### src/rtl/adc_spi_pkg.sv
// rtl/adc_spi_pkg.sv - frame constants, state encoding and frame builder for the ADC SPI master
package adc_spi_pkg;

    localparam int FRAME_BITS   = 16;
    localparam int ADDR_W       = 3;
    localparam int ADDR_MSB_POS = 13;

    localparam logic [2:0] ST_IDLE  = 3'd0;
    localparam logic [2:0] ST_SETUP = 3'd1;
    localparam logic [2:0] ST_SHIFT = 3'd2;
    localparam logic [2:0] ST_HOLD  = 3'd3;
    localparam logic [2:0] ST_QUIET = 3'd4;

    // Command word sent to the ADC: channel address in bits 13..11, all else zero.
    function automatic logic [FRAME_BITS-1:0] build_frame(input logic [ADDR_W-1:0] addr);
        logic [FRAME_BITS-1:0] f;
        f = '0;
        f[ADDR_MSB_POS -: ADDR_W] = addr;
        return f;
    endfunction

endpackage

### src/rtl/spi_clk_gen.sv
// rtl/spi_clk_gen.sv - SCLK half-period counter; o_tick marks the last cycle of each half-period
module spi_clk_gen #(
    parameter int CLK_DIV = 4
) (
    input  logic       clk,
    input  logic       resetn,
    input  logic       i_en,
    input  logic       i_clr,
    output logic [7:0] o_cnt,
    output logic       o_tick
);

    localparam logic [7:0] LAST = 8'(CLK_DIV - 1);

    logic [7:0] r_cnt;

    always_ff @(posedge clk or negedge resetn) begin
        if (!resetn) begin
            r_cnt <= '0;
        end else if (i_clr) begin
            r_cnt <= '0;
        end else if (i_en) begin
            r_cnt <= (r_cnt == LAST) ? 8'd0 : r_cnt + 8'd1;
        end
    end

    assign o_tick = i_en && !i_clr && (r_cnt == LAST);
    assign o_cnt  = r_cnt;

endmodule

### src/rtl/adc_spi_master.sv
// rtl/adc_spi_master.sv - SPI master for a 16-bit-frame multiplexed ADC; reports the previous frame's channel
module adc_spi_master
    import adc_spi_pkg::*;
#(
    parameter int CLK_DIV = 4,
    parameter int DATA_W  = 12
) (
    input  logic              clk,
    input  logic              resetn,
    input  logic [2:0]        channel_addr,
    input  logic              start,
    input  logic              miso,
    output logic              sclk,
    output logic              cs_n,
    output logic              mosi,
    output logic              busy,
    output logic [DATA_W-1:0] sample_data,
    output logic [2:0]        sample_channel,
    output logic              sample_valid
);

    localparam logic [7:0] QUIET_LAST = 8'(CLK_DIV - 2);
    localparam logic [3:0] LAST_BIT   = 4'(FRAME_BITS - 1);

    logic [2:0]            r_state;
    logic                  r_sclk;
    logic                  r_cs_n;
    logic                  r_mosi;
    logic                  r_busy;
    logic                  r_sample_valid;
    logic [DATA_W-1:0]     r_sample_data;
    logic [2:0]            r_sample_channel;
    logic [ADDR_W-1:0]     r_addr_lat;
    logic [ADDR_W-1:0]     r_prev_addr;
    logic [FRAME_BITS-1:0] r_tx;
    logic [FRAME_BITS-1:0] r_shift;
    logic [3:0]            r_bit_cnt;

    logic [7:0]            w_cnt;
    logic                  w_tick;
    logic                  w_quiet_done;

    spi_clk_gen #(.CLK_DIV(CLK_DIV)) u_clk_gen (
        .clk    (clk),
        .resetn (resetn),
        .i_en   (r_state != ST_IDLE),
        .i_clr  (r_state == ST_IDLE),
        .o_cnt  (w_cnt),
        .o_tick (w_tick)
    );

    // The IDLE cycle that follows QUIET completes the CLK_DIV-cycle deselect gap.
    assign w_quiet_done = (w_cnt == QUIET_LAST);

    always_ff @(posedge clk or negedge resetn) begin
        if (!resetn) begin
            r_state          <= ST_IDLE;
            r_sclk           <= 1'b1;
            r_cs_n           <= 1'b1;
            r_mosi           <= 1'b0;
            r_busy           <= 1'b0;
            r_sample_valid   <= 1'b0;
            r_sample_data    <= '0;
            r_sample_channel <= '0;
            r_addr_lat       <= '0;
            r_prev_addr      <= '0;
            r_tx             <= '0;
            r_shift          <= '0;
            r_bit_cnt        <= '0;
        end else begin
            r_sample_valid <= 1'b0;
            case (r_state)
                ST_IDLE: begin
                    if (start) begin
                        r_state    <= ST_SETUP;
                        r_busy     <= 1'b1;
                        r_cs_n     <= 1'b0;
                        r_addr_lat <= channel_addr;
                        r_tx       <= build_frame(channel_addr);
                        r_bit_cnt  <= '0;
                    end
                end
                ST_SETUP: begin
                    if (w_tick) begin
                        r_state <= ST_SHIFT;
                        r_sclk  <= 1'b0;
                        r_mosi  <= r_tx[FRAME_BITS-1];
                        r_tx    <= r_tx << 1;
                    end
                end
                ST_SHIFT: begin
                    if (w_tick) begin
                        if (!r_sclk) begin
                            r_sclk  <= 1'b1;
                            r_shift <= (r_shift << 1) | {{(FRAME_BITS-1){1'b0}}, miso};
                        end else if (r_bit_cnt == LAST_BIT) begin
                            r_state <= ST_HOLD;
                        end else begin
                            r_sclk    <= 1'b0;
                            r_mosi    <= r_tx[FRAME_BITS-1];
                            r_tx      <= r_tx << 1;
                            r_bit_cnt <= r_bit_cnt + 4'd1;
                        end
                    end
                end
                ST_HOLD: begin
                    if (w_tick) begin
                        r_state          <= ST_QUIET;
                        r_cs_n           <= 1'b1;
                        r_mosi           <= 1'b0;
                        r_sample_valid   <= 1'b1;
                        r_sample_data    <= r_shift[DATA_W-1:0];
                        r_sample_channel <= r_prev_addr;
                        r_prev_addr      <= r_addr_lat;
                    end
                end
                ST_QUIET: begin
                    if (w_quiet_done) begin
                        r_state <= ST_IDLE;
                        r_busy  <= 1'b0;
                    end
                end
                default: begin
                    r_state <= ST_IDLE;
                    r_busy  <= 1'b0;
                    r_cs_n  <= 1'b1;
                    r_sclk  <= 1'b1;
                end
            endcase
        end
    end

    assign sclk           = r_sclk;
    assign cs_n           = r_cs_n;
    assign mosi           = r_mosi;
    assign busy           = r_busy;
    assign sample_data    = r_sample_data;
    assign sample_channel = r_sample_channel;
    assign sample_valid   = r_sample_valid;

endmodule
### config.mk
export PLATFORM = sky130hd
export DESIGN_NAME = adc_spi_master
export DESIGN_NICKNAME = d
export VERILOG_FILES = /design/src/rtl/adc_spi_pkg.sv /design/src/rtl/spi_clk_gen.sv /design/src/rtl/adc_spi_master.sv
export SDC_FILE = /design/constraint.sdc
export NUM_CORES = 1
export LEC_CHECK = 0
export CORE_MARGIN = 1.5
export CORE_UTILIZATION = 48
export CTS_CLUSTER_DIAMETER = 120
export DETAILED_ROUTE_END_ITERATION = 6
export PLACE_DENSITY = 0.69
export REMOVE_ABC_BUFFERS = 1
export SKIP_CTS_REPAIR_TIMING = 1
export SLEW_MARGIN = 30
export SYNTH_ARGS = -nofsm -noshare
export SYNTH_HDL_FRONTEND = slang
export SYNTH_SLANG_ARGS = --single-unit
### constraint.sdc
create_clock -name clk -period 2.8 [get_ports clk]
set_clock_uncertainty 0.1 [all_clocks]
set_input_delay 0.42 -clock clk [delete_from_list [all_inputs] [get_ports clk]]
set_output_delay 0.42 -clock clk [all_outputs]
set_load 0.05 [all_outputs]
# ---- Word-level counts from Yosys, hierarchy flattened
# Index checks and enable logic that the tools add are counted.
dict set report totals {
  output_inout_bits 20
  regBits 69
}
dict set report op_classes {
  bitwise 5
  mux 40
  n_addsub 2
  reduce_logical 22
  n_eq_ne 15
}
# op n
set op_table {}
lappend op_table {{$mux W16} 5}
lappend op_table {{$pmux W16 S3} 1}
lappend op_table {{$mux W8} 3}
lappend op_table {{$mux W3} 7}
lappend op_table {{$eq A8 B2 Y1 const B} 2}
lappend op_table {{$mux W4} 4}
lappend op_table {{$pmux W3 S5} 1}
lappend op_table {{$mux W1} 14}
lappend op_table {{$or A12 B1 Y12} 1}
lappend op_table {{$pmux W1 S3} 4}
lappend op_table {{$reduce_and A3 Y1} 4}
lappend op_table {{$reduce_and A6 Y1} 2}
lappend op_table {{$ne A2 B2 Y1 const B} 5}
lappend op_table {{$reduce_bool A3 Y1} 3}
lappend op_table {{$reduce_or A3 Y1} 3}
lappend op_table {{$add A8 B1 Y8 const B} 1}
lappend op_table {{$pmux W4 S2} 1}
lappend op_table {{$reduce_and A7 Y1} 1}
lappend op_table {{$eq A3 B2 Y1 const B} 2}
lappend op_table {{$ne A2 B1 Y1 const B} 3}
lappend op_table {{$reduce_and A5 Y1} 1}
lappend op_table {{$add A4 B1 Y4 const B} 1}
lappend op_table {{$eq A4 B4 Y1 const B} 1}
lappend op_table {{$not A1 Y1} 4}
lappend op_table {{other kinds (7)} 10}

# ---- Longest topological paths before layout
dict set report depth {
  word_depth 6
  mapped_depth 6
  depth_no_buf 5
}

# ---- Cells and area by module
# From an unflattened synthesis, not the netlist that was laid out.
dict set report hier_totals {
  cells_unflattened 260
  hier_area_um2 2685.1
}
# module instances cells_each seq_area_each_um2 area_per_inst_um2
set modules_own_cells {}
lappend modules_own_cells {adc_spi_master 1 207 1253.7 2215.9}
lappend modules_own_cells {spi_clk_gen 1 53 200.2 469.2}

# ---- Least setup slack after synthesis
# No wires, ideal clock.
dict set report synth_timing {
  path_kind {reg2reg}
  startpoint {register u_clk_gen.r_cnt[0] (netlist: u_clk_gen.o_cnt[0])}
  endpoint {register r_shift[0]}
  setup_time_ns 0.125
  path_stages_with_launch 7
  t_arrival_ns 1.902
  setup_slack_ns 0.673
  n_path_buf 1
  required_time_ns 2.575
  synth_period_minus_slack_ns 2.127
  cell_sequence {dfrtp_1 -> ha_1 -> nor3b_2 -> nand2_2 -> or4_4 -> buf_6 -> mux2_4}
}
dict set report synth_between {
  elab_chain_len 3
}
# element line
set synth_rtl {}
lappend synth_rtl {{from (decl)} spi_clk_gen.sv:15} ;# logic [7:0] r_cnt;
lappend synth_rtl {{from (signal assigned)} spi_clk_gen.sv:23} ;# r_cnt <= (r_cnt == LAST) ? 8'd0 : r_cnt + 8'd1;
lappend synth_rtl {{$eq A8 B2 Y1} spi_clk_gen.sv:27} ;# assign o_tick = i_en && !i_clr && (r_cnt == LAST);
lappend synth_rtl {{$logic_and A1 B1 Y1} spi_clk_gen.sv:27}
lappend synth_rtl {{$reduce_and A3 Y1 (no source line)} -}
lappend synth_rtl {{to (signal assigned)} adc_spi_master.sv:95} ;# r_shift <= (r_shift << 1) | {{(FRAME_BITS-1){1'b0}}, miso};
lappend synth_rtl {{to (decl)} adc_spi_master.sv:36} ;# logic [FRAME_BITS-1:0] r_shift;
# No other way between the ends.
# A chain may end at the register's enable or synchronous reset.

# ---- Final worst setup path
dict set report layout_timing {
  startpoint {register u_clk_gen.r_cnt[0] (netlist: u_clk_gen.o_cnt[0])}
  endpoint {register r_shift[3]}
}
# The elaborated chain is that of the path after synthesis.

==> metrics.log <==
INFO  metric worst_max_slew_margin_expressed_relative_to_the_limit = 0.5975
INFO  metric critical_path_class = reg -> reg
INFO  metric worst_slew_pin_slew = 0.5991 ns
INFO  metric remaining_drc_errors = 0
INFO  metric share_comb_of_total_power = 0.339
INFO  metric post_synth_num_cell_types = 43
INFO  metric worst_setup_hold_path_clk_slew = 0.07 ns
INFO  metric finalWirelength = 4.559 mm
INFO  metric avgSynthCellArea = 12.50 µm²
INFO  metric drt_iter0_drc = 79
INFO  metric detailed_place_hpwl = 3.046 mm
INFO  metric status = finished with violations
INFO  metric synthTopCellsByArea = sky130_fd_sc_hd__dfrtp_1, sky130_fd_sc_hd__mux2_2, sky130_fd_sc_hd__mux2_4
INFO  metric clkPwrFrac = 0.255
INFO  metric cap_viol_max_count = 0
INFO  metric synth.largest_area_cell = sky130_fd_sc_hd__dfrtp_1
INFO  metric synth_top_area_frac = 0.5390
INFO  metric htree_levels = 3
INFO  metric maximum_number_of_pins_on_one_net_before_global_route_repair = 28
INFO  metric seq_power_share = 0.405
INFO  metric netlist_instances = 208
INFO  metric drt-wirelength-per-cell = 14.52 µm
INFO  metric synthMostInstantiatedCell = sky130_fd_sc_hd__dfrtp_1
INFO  metric synth.cells.most_frequent = sky130_fd_sc_hd__dfrtp_1, sky130_fd_sc_hd__mux2_2, sky130_fd_sc_hd__nor2_1
INFO  metric design.portCount = 27
INFO  metric std_cell_rows = 26
INFO  metric maximum_clock_rate = 420.2 MHz
INFO  metric layout_setup_ws = 0.4202 ns
INFO  metric fp.dieW = 76.60 µm
INFO  metric via_count = 1669
INFO  metric area_growth = 20.79%
INFO  metric p_sw = 1145 µW
INFO  metric grt_overflow = 0
INFO  metric fin_crit_sh = 0.8499
INFO  metric ys.flop_type = sky130_fd_sc_hd__dfrtp_1
INFO  metric antenna-diode-count = 0
INFO  metric port_buffers = 26
INFO  metric timing.hold.ws = -0.007527 ns
INFO  metric worst-endpoint-required = 2.91 ns
INFO  metric power_density_over_the_cells = 1010 nW/µm²
INFO  metric clock-sinks = 58
INFO  metric placeable_core_region = 5172 µm²
INFO  metric cts_tree = done
INFO  metric timing_hold_violations_final = 12
INFO  metric clk_latency = 0.33 ns
INFO  metric clock_path_buffers = 2
INFO  metric cp-end-kind = flip-flop
INFO  metric globalplace.congestion = 0.7799
INFO  metric ys_warn_count = 0
INFO  metric place_ws = 0.4127 ns
INFO  metric asyncSetResetFlopFracSynth = 1.000
INFO  metric synthesis.area = 2600 µm²
INFO  metric dr.pass1.iters = 4
INFO  metric postRouteAntennaNets = 0
INFO  metric rsz_0062_raised_after_global_routing = no
INFO  metric globalRouteTotalUtil = 0.1803
INFO  metric finish.utilization = 0.6072
INFO  metric vdd_drop_max = 0.0004654 V
INFO  metric violations = hold timing
INFO  metric p_sw_frac = 0.3607
INFO  metric leakagePower = 0.001437 µW
INFO  metric timing_max_transition_violations_final = 0
INFO  metric first_global_vias = 1689
INFO  metric timing.critical_path.arrival = 2.49 ns
INFO  metric cell_internal_pwr = 2029 µW
INFO  metric min_path_type = in -> async
INFO  metric initial_utilization = 0.5027
INFO  metric startpoint_type = flip-flop
INFO  metric timing.critical_path.fanout_max = 12
INFO  metric synth_sequential_area_ratio = 0.5592
INFO  metric grt_pass1_wl = 8.059 mm
INFO  metric dieHeight = 76.60 µm
INFO  metric cts_inserted_buffers = 9
INFO  metric fp.dieArea = 5867 µm²
INFO  metric cell_at_the_root_of_the_clock_tree = sky130_fd_sc_hd__clkbuf_8
INFO  metric setup-violations-final = 0
INFO  metric synth.ff_latch_count = 58
INFO  metric vias_per_cell = 5.315
INFO  metric nNetsFinal = 250
INFO  metric number_of_antenna_violations_at_the_first_check_in_global_routing = 0
INFO  metric edff_count_synth = 0
INFO  metric finalCriticalPeriod = 2.380 ns
INFO  metric drive_gt1_frac = 0.2623
-- through the flow --
stage	power (µW)	area, µm²	TNS (ns)	hold WS, ns	std cells
2_1_floorplan	2065	2556	-5.246	0.02441	199
3_5_place_dp	2386	2934	0	0.3693	299
6_report	3173	3141	0	-0.007527	314
5_1_grt	3392	3141	0	0.02278	314
3_3_place_gp	2361	2934	0	0.3583	299
4_1_cts	3210	3141	0	-0.0006484	314
-- per-layer routing --
layer / GRT usage / share of wire / up-vias
li1: - / - / 814
met3: 0.06228 / 0.026 / 7
met5: 0 / 0 / -
met4: 0.09444 / 0.025 / 0
met1: 0.2401 / 0.49 / 828
met2: 0.2598 / 0.46 / 20
-- worst max-delay path, cell delays in order (launching register included) --
cell	delay, ns
sky130_fd_sc_hd__dfrtp_1	0.41
sky130_fd_sc_hd__ha_1	0.24
sky130_fd_sc_hd__nor3b_2	0.29
sky130_fd_sc_hd__nand2_2	0.20
sky130_fd_sc_hd__or4_4	0.67
sky130_fd_sc_hd__mux2_4	0.34
-- final cells by class --
cell class,count,area (µm²)
Clock inverter,6,82.58
Clock buffer,9,123.9
Timing Repair Buffer,30,285.3
Multi-Input combinational cell,139,1100
Fill cell,429,2032
Sequential cell,58,1454
Tap cell,70,87.58
Inverter,2,7.507
-- flip-flops by register name, summed over array words and instances (netlist names) --
signal           cells
u_clk_gen.o_cnt      8
r_state              3
busy                 1
cs_n                 1
mosi                 1
sample_valid         1
sclk                 1
r_prev_addr          3
sample_data         12
sample_channel       3
r_addr_lat           3
r_tx                 5
r_shift             12
r_bit_cnt            4
-- final timing paths --
path | startpoint | endpoint | slack [ns] | depth (start not counted)
min in group clk | r_tx[11] | r_tx[11] | 0.40 | 1
max in group asynchronous | resetn | r_shift[5] | 1.93 | 2
max reg2reg | u_clk_gen.o_cnt[0] | r_shift[3] | 0.42 | 5
min | resetn | r_tx[15] | -0.008 | 1
max | u_clk_gen.o_cnt[0] | r_shift[3] | 0.42 | 5
min reg2reg | r_tx[11] | r_tx[11] | 0.40 | 1
-- logic make-up (layout without fill, tap and decap cells) --
family / Yosys count / count (layout) / share of synthesized area
xor gates and xnor gates: 8 / 8 / 0.02695
AOI/OAI and AO/OA: 24 / 24 / 0.06834
buffers and inverters: 11 / 47 / 0.01973
DFF: 58 / 58 / 0.5592
adders and majority gates: 3 / 3 / 0.01444
and+or+nand+nor: 67 / 67 / 0.1367
muxes: 37 / 37 / 0.1747
-- power groups by stage --
| stage | registers, µW | logic [µW] | clock network, µW |
|---|---|---|---|
| 2_1_floorplan | 1430 | 639 | 0 |
| 3_3_place_gp | 1290 | 1070 | 0 |
| 3_5_place_dp | 1300 | 1090 | 0 |
| 4_1_cts | 1290 | 1090 | 834 |
| 5_1_grt | 1320 | 1190 | 874 |
| 6_report | 1290 | 1080 | 810 |
-- placed cells by master (no fill, tap or decap), types with 4 or more instances in the layout --
master	n
sky130_fd_sc_hd__xnor2_1	6
sky130_fd_sc_hd__mux2_2	27
sky130_fd_sc_hd__nor3_1	7
sky130_fd_sc_hd__clkbuf_8	9
sky130_fd_sc_hd__buf_4	4
sky130_fd_sc_hd__dfrtp_1	56
sky130_fd_sc_hd__nand3_1	12
sky130_fd_sc_hd__mux2_4	10
sky130_fd_sc_hd__nor2_1	18
sky130_fd_sc_hd__clkdlybuf4s50_1	25
sky130_fd_sc_hd__nand2_1	10
Note: power is estimated with default switching activity, not from simulation.
